$ cat config.mk
export PLATFORM = sky130hd
export DESIGN_NAME = scp_079
export DESIGN_NICKNAME = d
export VERILOG_FILES = /design/src/rtl/scp_079.sv
export SDC_FILE = /design/constraint.sdc
export NUM_CORES = 1
export LEC_CHECK = 0
export CAP_MARGIN = 20
export CORE_UTILIZATION = 40
export CTS_BUF_LIST = sky130_fd_sc_hd__clkbuf_2 sky130_fd_sc_hd__clkbuf_4 sky130_fd_sc_hd__clkbuf_8
export DETAILED_ROUTE_END_ITERATION = 6
export SETUP_SLACK_MARGIN = 0.5
export SLEW_MARGIN = 20
export SYNTH_ARGS = -nofsm -noshare
export SYNTH_HDL_FRONTEND = slang
export SYNTH_SLANG_ARGS = --single-unit
$ cat constraint.sdc
create_clock -name clock -period 3.75 [get_ports clock]
set_input_delay 0.375 -clock clock [delete_from_list [all_inputs] [get_ports clock]]
set_output_delay 0.375 -clock clock [all_outputs]
set_load 0.01 [all_outputs]
$ cat src/rtl/scp_079.sv
// SCP-079 containment monitor: tracks operator neglect/response with a 6-bit countdown
// and escalates alarm levels up to a terminal breach; a three-button chord forces a timed safe state.
module scp_079 #(
    parameter int unsigned T_CONTAIN  = 35,
    parameter int unsigned T_RESPOND1 = 20,
    parameter int unsigned T_RESPOND2 = 10,
    parameter int unsigned T_NEGLECT  = 9,
    parameter int unsigned T_RECOVER  = 5,
    parameter int unsigned T_CHEAT    = 10
) (
    input  logic       clock,
    input  logic       reset,
    input  logic       green,
    input  logic       yellow,
    input  logic       red,
    output logic [2:0] state,
    output logic [5:0] timer,
    output logic       a1,
    output logic       a2,
    output logic       a3,
    output logic       cheat_out
);

    localparam logic [2:0] S_CONTAINED = 3'd0;
    localparam logic [2:0] S_RECOVER   = 3'd1;
    localparam logic [2:0] S_ALARM1    = 3'd2;
    localparam logic [2:0] S_ALARM2    = 3'd3;
    localparam logic [2:0] S_CHEAT     = 3'd4;
    localparam logic [2:0] S_BREACH    = 3'd5;

    localparam int unsigned NEG_W = ($clog2(T_NEGLECT + 1) > 4) ? $clog2(T_NEGLECT + 1) : 4;
    localparam logic [NEG_W-1:0] NEG_MAX = NEG_W'(T_NEGLECT);

    logic [2:0]       state_d, state_q;
    logic [5:0]       timer_d, timer_q;
    logic [NEG_W-1:0] neg_d, neg_q;

    logic in_cheat, in_red, in_yellow, in_green;
    logic       go;
    logic [2:0] go_s;
    logic       timer_last;

    // Input classes are mutually exclusive, resolved in priority order cheat > red > yellow > green.
    assign in_cheat  = green & yellow & red;
    assign in_red    = red & ~in_cheat;
    assign in_yellow = yellow & ~red;
    assign in_green  = green & ~yellow & ~red;

    assign timer_last = (timer_q == 6'd1);

    function automatic logic [5:0] entry_val(input logic [2:0] s);
        case (s)
            S_RECOVER: entry_val = 6'(T_RECOVER);
            S_ALARM1:  entry_val = 6'(T_RESPOND1);
            S_ALARM2:  entry_val = 6'(T_RESPOND2);
            S_CHEAT:   entry_val = 6'(T_CHEAT);
            S_BREACH:  entry_val = 6'd0;
            default:   entry_val = 6'(T_CONTAIN);
        endcase
    endfunction

    always_comb begin
        state_d = state_q;
        timer_d = timer_q;
        neg_d   = neg_q;
        go      = 1'b0;
        go_s    = state_q;

        if (in_cheat && state_q != S_BREACH && state_q != S_CHEAT && state_q <= S_BREACH) begin
            go   = 1'b1;
            go_s = S_CHEAT;
        end else begin
            case (state_q)
                S_CONTAINED: begin
                    if (in_green) begin
                        if (timer_last) begin
                            go   = 1'b1;
                            go_s = S_ALARM1;
                        end else begin
                            timer_d = timer_q - 6'd1;
                        end
                    end else begin
                        timer_d = 6'(T_CONTAIN);
                    end
                end
                S_ALARM1: begin
                    if (in_yellow) begin
                        neg_d = '0;
                        if (timer_last) begin
                            go   = 1'b1;
                            go_s = S_CONTAINED;
                        end else begin
                            timer_d = timer_q - 6'd1;
                        end
                    end else if (in_green) begin
                        if (neg_q >= NEG_MAX - 1'b1) begin
                            go   = 1'b1;
                            go_s = S_ALARM2;
                        end else begin
                            neg_d = neg_q + 1'b1;
                        end
                    end
                end
                S_ALARM2: begin
                    if (in_red) begin
                        neg_d = '0;
                        if (timer_last) begin
                            go   = 1'b1;
                            go_s = S_RECOVER;
                        end else begin
                            timer_d = timer_q - 6'd1;
                        end
                    end else if (in_green) begin
                        if (neg_q >= NEG_MAX - 1'b1) begin
                            go   = 1'b1;
                            go_s = S_BREACH;
                        end else begin
                            neg_d = neg_q + 1'b1;
                        end
                    end
                end
                S_RECOVER, S_CHEAT: begin
                    // Both run down unconditionally; a repeated chord in CHEAT does not restart it.
                    if (timer_last) begin
                        go   = 1'b1;
                        go_s = S_CONTAINED;
                    end else begin
                        timer_d = timer_q - 6'd1;
                    end
                end
                S_BREACH: begin
                    timer_d = 6'd0;
                end
                default: begin
                    go   = 1'b1;
                    go_s = S_CONTAINED;
                end
            endcase
        end

        if (go) begin
            state_d = go_s;
            timer_d = entry_val(go_s);
            neg_d   = '0;
        end
    end

    always_ff @(posedge clock) begin
        if (reset) begin
            state_q <= S_CONTAINED;
            timer_q <= 6'(T_CONTAIN);
            neg_q   <= '0;
        end else begin
            state_q <= state_d;
            timer_q <= timer_d;
            neg_q   <= neg_d;
        end
    end

    assign state     = state_q;
    assign timer     = timer_q;
    assign a1        = (state_q == S_ALARM1) || (state_q == S_ALARM2) || (state_q == S_BREACH);
    assign a2        = (state_q == S_ALARM2) || (state_q == S_BREACH);
    assign a3        = (state_q == S_BREACH);
    assign cheat_out = (state_q == S_CHEAT);

endmodule

==> out/qor.csv, run 1 <==
stage,metric,value,unit
sta,finalHoldViolCount,0,
yosys,synthFlopType,dfxtp_1,
yosys,yosysUniqueCellTypes,52,
clocking,cts.sinks,13,
clocking,cts_buffers,3,
sta,finalCriticalPeriod,2320,ps
yosys,yosysTopAreaCell,dfxtp_1,
yosys,yosys-top-cells-count,"nor2_1 (15), nand2_1 (14), dfxtp_1 (13), a21oi_1 (10), inv_1 (9)",
cells_and_area,final_nets,164,
global_route,grtUsageMet1,0.317,
critical_path,worstPathMaxFanout,12,
routing,num_vias,1060,
cells_and_area,register_area,260,um^2
power_and_ir_drop,p_leak,0.490,nW
global_route,grt_max_degree,14,
yosys,yosysTopAreaCellShare,0.234,
floorplanning,dieWidth,54.7,um
routing,drc,0,
routing,viasPerCell,5.76,
sta,slew_viol_final,0,
critical_path,path_cells,and2b_4 -> nand2_1 -> inv_1 -> clkdlybuf4s50_1,
sta,setup_viol_count_final,0,
cells_and_area,areaGrowthSynthToFinish,17.8,%
global_route,grt_usage,0.207,
clocking,cts_tree,built,
clocking,insertion_delay,280,ps
place,port_buffers,17,
global_route,busiest_layer,met1,
yosys,synth_edf_count,0,
critical_path,cp.arrival,1940,ps
yosys,syn_nets,148,
yosys,syn_inst,139,
critical_path,crit_type,reg -> out,
sta,period_share,0.617,
cells_and_area,layout-drive-gt1-share,0.162,
yosys,syn-cell-area,0.00111,mm^2
run_status,status,"complete, no violations",
critical_path,startpoint_type,flop,
routing,first_pass_iters,4,
global_route,antenna_found_initial,0,
routing,final_antenna_net_count,0,
clocking,clk_pin_slew,80,ps
clocking,cts_resized,0,
global_route,first_global_vias,990,
floorplanning,fp-row-count,18,
place,dpl.cell_count,180,
floorplanning,start_util,0.437,
sta,worstMarginPinSlew,576,ps
yosys,synth-seq-cells,13,
place,hpwl,1970,um
critical_path,r2r_slack,1560,ps
routing,post_drt_wl_per_cell,13.9,um
sta,whs,528,ps
sta,rsz0062_at_grt,false,
sta,fin_tns_setup,0,ps
critical_path,cp-end-kind,output pin,
floorplanning,dieArea,0.00299,mm^2
global_route,grt_pass1_wl,4460,um
floorplanning,core,0.00254,mm^2
clocking,postCtsSetupBuffers,0,
cells_and_area,fillers,261,
cells_and_area,multi_input_area,777,um^2
power_and_ir_drop,powerDensity,226,mW/mm^2
global_route,use_met3,0.0222,
critical_path,critPathRequiredTime,3380,ps
routing,detail_route.iter0.violations,16,
sta,finalClockSkew,1.12,ps
critical_path,cpPeakStageDelay,580,ps
place,place_ws,1300,ps
sta,timing.fmax,432,MHz
flow_run,max-cap-violations,0,
global_route,grt_overflow,0,
yosys,yosys.cell_count.top_type,nor2_1,
clocking,clk_path_buf_depth,2,
yosys,yosys-top-cells-area,"dfxtp_1 (23%), nor2_1 (5.1%), nand2_1 (4.7%), a21oi_1 (4.5%), ha_1 (4.5%)",
cells_and_area,diodes,0,
yosys,synth-seq-area-share,0.234,
place,gp_congestion,0.883,
floorplanning,io_pins,18,
floorplanning,die_h,54.7,um
critical_path,cp_slowest_cell,dfxtp_1,
clocking,cts_hold_buf,0,
clocking,cts_htree_levels,1,
sta,setup_ws,1430,ps
yosys,syn_avg_cell_area,7.99,um^2
power_and_ir_drop,max-vdd-ir-drop,0.184,mV
cells_and_area,final_util,0.514,
yosys,yosys_warnings,0,
cells_and_area,instances_no_fill,184,
routing,wl,2560,um
global_route,use_met2,0.287,
worst_hold_path,hold_path.class,reg -> reg,
yosys,async_reset_ff_frac,0,
sta,slew_headroom,0.616,
clocking,cts-root-buf,clkbuf_4,
==> layout by cell type, fill, tap and decap left out, types with 9 or more instances in the layout <==
master	n
inv_1	9
nor2_1	15
a21oi_1	10
nand2_1	14
clkdlybuf4s50_1	17
dfxtp_1	13
==> logic make-up (layout without fill, tap and decap cells) <==
kind of cell | Yosys count | count (layout) | synth area share
AOI/OAI and AO/OA | 42 | 42 | 0.296
adders and majority gates | 4 | 4 | 0.0450
xor gates and xnor gates | 2 | 2 | 0.0158
and+or+nand+nor | 62 | 62 | 0.333
muxes | 1 | 1 | 0.00901
DFF | 13 | 13 | 0.234
buffers and inverters | 15 | 30 | 0.0664
==> power breakdown <==
group / internal (mW) / switching (mW) / total (mW)
clock: 0.0486 / 0.0463 / 0.0948
sequential: 0.141 / 0.00533 / 0.146
combinational: 0.0257 / 0.0284 / 0.0541
==> cell type report <==
class                   count  share of cell area
repair buffers             17               0.130
inverters                   9              0.0258
clock buffers               4              0.0229
multi-input cells         111               0.594
well taps                  30              0.0287
flip-flops and latches     13               0.199
==> flip-flops by register name (all words and copies together), names as in the netlist <==
| signal | cells |
|---|---|
| neg_q | 4 |
| state | 3 |
| timer | 6 |
==> per-layer routing <==
layer | up-vias | wire, um | share of wire
met5 | - | 0 | 0
met4 | 0 | 44 | 0.017
met3 | 5 | 122 | 0.048
met2 | 29 | 1070 | 0.42
met1 | 492 | 1330 | 0.52
li1 | 534 | - | -
==> final timing paths <==
check,start,endpoint,depth (start not counted)
min,neg_q[2],neg_q[2],2
max reg2reg,timer[0],timer[0],7
max,state[2],a3,4
min reg2reg,neg_q[2],neg_q[2],2
==> through the flow <==
step | total power [mW] | area, um^2
after floorplan | 0.184 | 1110
after global placement | 0.204 | 1280
after detailed placement | 0.203 | 1280
after CTS | 0.298 | 1310
after global routing | 0.311 | 1310
final | 0.295 | 1310
==> critical path: cells and delay by family (launching register included) <==
| family | cells | cell delay (ps) |
|---|---|---|
| buf+inv | 2 | 720 |
| flops | 1 | 580 |
| simple gates | 2 | 350 |
No activity file was read; power rests on OpenSTA's default activity.
==> inputs of run 2 (changes only) <==
--- a/config.mk
+++ b/config.mk
@@ -9,6 +9,7 @@
 export CORE_UTILIZATION = 40
 export CTS_BUF_LIST = sky130_fd_sc_hd__clkbuf_2 sky130_fd_sc_hd__clkbuf_4 sky130_fd_sc_hd__clkbuf_8
 export DETAILED_ROUTE_END_ITERATION = 6
+export PLACE_DENSITY = 0.65
 export SETUP_SLACK_MARGIN = 0.5
 export SLEW_MARGIN = 20
 export SYNTH_ARGS = -nofsm -noshare
==> constraint.sdc (replaced) <==
create_clock -name clock -period 1.86 [get_ports clock]
set_input_delay 0.186 -clock clock [delete_from_list [all_inputs] [get_ports clock]]
set_output_delay 0.186 -clock clock [all_outputs]
set_load 0.01 [all_outputs]
==> out/qor.csv, run 2 (synthesis results as in run 1) <==
stage,metric,value,unit
run_status,status,"finished, violations left",
run_status,violations,setup timing,
critical_path,cp_slowest_cell,dfxtp_2,
routing,viasPerCell,5.61,
floorplanning,io_pins,18,
power_and_ir_drop,p_leak,0.805,nW
worst_hold_path,hold_start,neg_q[2],
global_route,grt_max_degree,12,
place,gp_congestion,0.893,
clocking,clk_pin_slew,80,ps
place,port_buffers,17,
critical_path,startpoint_type,flop,
clocking,cts_htree_levels,1,
sta,setup_ws,-58.8,ps
floorplanning,dieArea,0.00299,mm^2
critical_path,cp-end-kind,flop,
power_and_ir_drop,power.share.clock,0.289,
floorplanning,core,0.00254,mm^2
clocking,clk_path_buf_depth,2,
place,hpwl,2470,um
cells_and_area,diodes,0,
critical_path,cp_common_cell,a311oi_2,
sta,finalHoldViolCount,0,
flow_run,max-cap-violations,0,
critical_path,r2r_slack,-60,ps
routing,num_vias,1268,
global_route,antenna_found_initial,0,
sta,finalCriticalPeriod,1920,ps
power_and_ir_drop,cell_internal_pwr,0.472,mW
sta,setup_viol_count_final,3,
critical_path,cpPeakStageDelay,370,ps
routing,wl,3630,um
sta,fin_tns_setup,-133,ps
routing,final_antenna_net_count,0,
critical_path,crit_family,compound AO/OA/AOI/OAI gates,
floorplanning,fp-row-count,18,
cells_and_area,final_util,0.705,
power_and_ir_drop,p_total,0.659,mW
critical_path,worstPathMaxFanout,6,
power_and_ir_drop,p_switching,0.188,mW
power_and_ir_drop,combPwrFrac,0.269,
critical_path,critPathRequiredTime,2050,ps
sta,rsz0062_at_grt,true,
clocking,cts.sinks,13,
critical_path,r2r_start,timer[1],
power_and_ir_drop,powerDensity,368,mW/mm^2
floorplanning,start_util,0.437,
clocking,insertion_delay,280,ps
critical_path,critPathBufInv,2,
floorplanning,dieWidth,54.7,um
sta,period_share,1.03,
clocking,cts_hold_buf,0,
power_and_ir_drop,seqPwrFrac,0.442,
cells_and_area,final_nets,206,
place,place_ws,-370,ps
cells_and_area,areaGrowthSynthToFinish,61.4,%
clocking,cts_tree,built,
cells_and_area,final_common_cell,buf_4,
sta,timing.fmax,521,MHz
place,placedInstanceArea,0.00156,mm^2
critical_path,path_cells,inv_2 -> ha_4 -> nor2b_4 -> a311oi_2 -> a22oi_2 -> nor2_2 -> a21oi_2 -> buf_4 -> a311oi_2,
clocking,cts-root-buf,clkbuf_4,
power_and_ir_drop,switching_share,0.285,
clocking,cts_buffers,3,
critical_path,crit_start,timer[1],
global_route,grt_usage,0.254,
routing,post_drt_wl_per_cell,16.0,um
critical_path,crit_type,reg -> reg,
power_and_ir_drop,max-vdd-ir-drop,0.379,mV
routing,detail_route.iter0.violations,22,
critical_path,cp.arrival,2110,ps
worst_hold_path,hold_path.class,reg -> reg,
sta,finalClockSkew,0.866,ps
floorplanning,die_h,54.7,um
sta,slew_headroom,0.702,
global_route,first_global_vias,1189,
sta,worstMarginPinSlew,446,ps
cells_and_area,finalInstanceArea,0.00179,mm^2
routing,first_pass_iters,4,
routing,drc,0,
cells_and_area,final_cell_mix,"buf_4 (35), dlygate4sd2_1 (12), nor2_1 (11)",
global_route,grt_pass1_wl,5360,um
cells_and_area,largest_register_ffs,6,
sta,slew_viol_final,0,
cells_and_area,layout-drive-gt1-share,0.520,
global_route,grt_overflow,0,
[run 2: timing repair]
action	4_1_cts	5_1_grt
pin swaps	8	8
setup endpoints to repair	26	17
buffers inserted	8	4
resized for setup	56	11
[run 2: routing by layer]
metal / part of all wire / vias to the layer above / global-route usage / wire, um
li1: - / 618 / - / -
met1: 0.46 / 596 / 0.336 / 1670
met2: 0.47 / 45 / 0.422 / 1710
met3: 0.051 / 9 / 0.00833 / 184
met4: 0.017 / 0 / 0.115 / 63
met5: 0 / - / 0 / 0
[run 2: power groups by stage]
stage | clock network (mW) | logic [mW] | registers (mW)
3_5_place_dp | 0 | 0.149 | 0.299
3_3_place_gp | 0 | 0.146 | 0.299
4_1_cts | 0.194 | 0.161 | 0.291
5_1_grt | 0.202 | 0.190 | 0.292
2_1_floorplan | 0 | 0.0758 | 0.301
6_report | 0.190 | 0.177 | 0.292
[run 2: path summary, 6_finish.rpt]
check	cells after the start	endpoint
setup / recovery	9	timer[4]
hold / removal	2	neg_q[2]
setup reg to reg	9	timer[4]
hold reg to reg	2	neg_q[2]
[run 2: worst register-to-register path: cells and delay by family (launching register included)]
family          cells  cell delay [ps]
compound gates      4              760
fa+ha+maj           1              150
buf+inv             2              220
flops               1              370
simple gates        2              350
[run 2: final cells by class]
cell class	instances	area, um^2
multi-input combinational	111	927
fill	214	752
timing repair buffer	59	489
sequential	13	273
tap	30	37.5
inverter	9	36.3
clock buffer	4	30.0
[run 2: per-stage QoR]
step,hold slack (ps),std cells
floorplan,290,139
global placement,522,210
detailed placement,539,210
CTS,553,222
global route,590,226
finish,573,226
==> inputs of run 3 (changes only) <==
--- a/config.mk
+++ b/config.mk
@@ -8,6 +8,7 @@
 export CAP_MARGIN = 20
 export CORE_UTILIZATION = 40
 export CTS_BUF_LIST = sky130_fd_sc_hd__clkbuf_2 sky130_fd_sc_hd__clkbuf_4 sky130_fd_sc_hd__clkbuf_8
+export CTS_CLUSTER_DIAMETER = 100
 export DETAILED_ROUTE_END_ITERATION = 6
 export PLACE_DENSITY = 0.65
 export SETUP_SLACK_MARGIN = 0.5
==> results of run 3 <==
No change in the layout: final DEF, timing and power equal those of run 2.
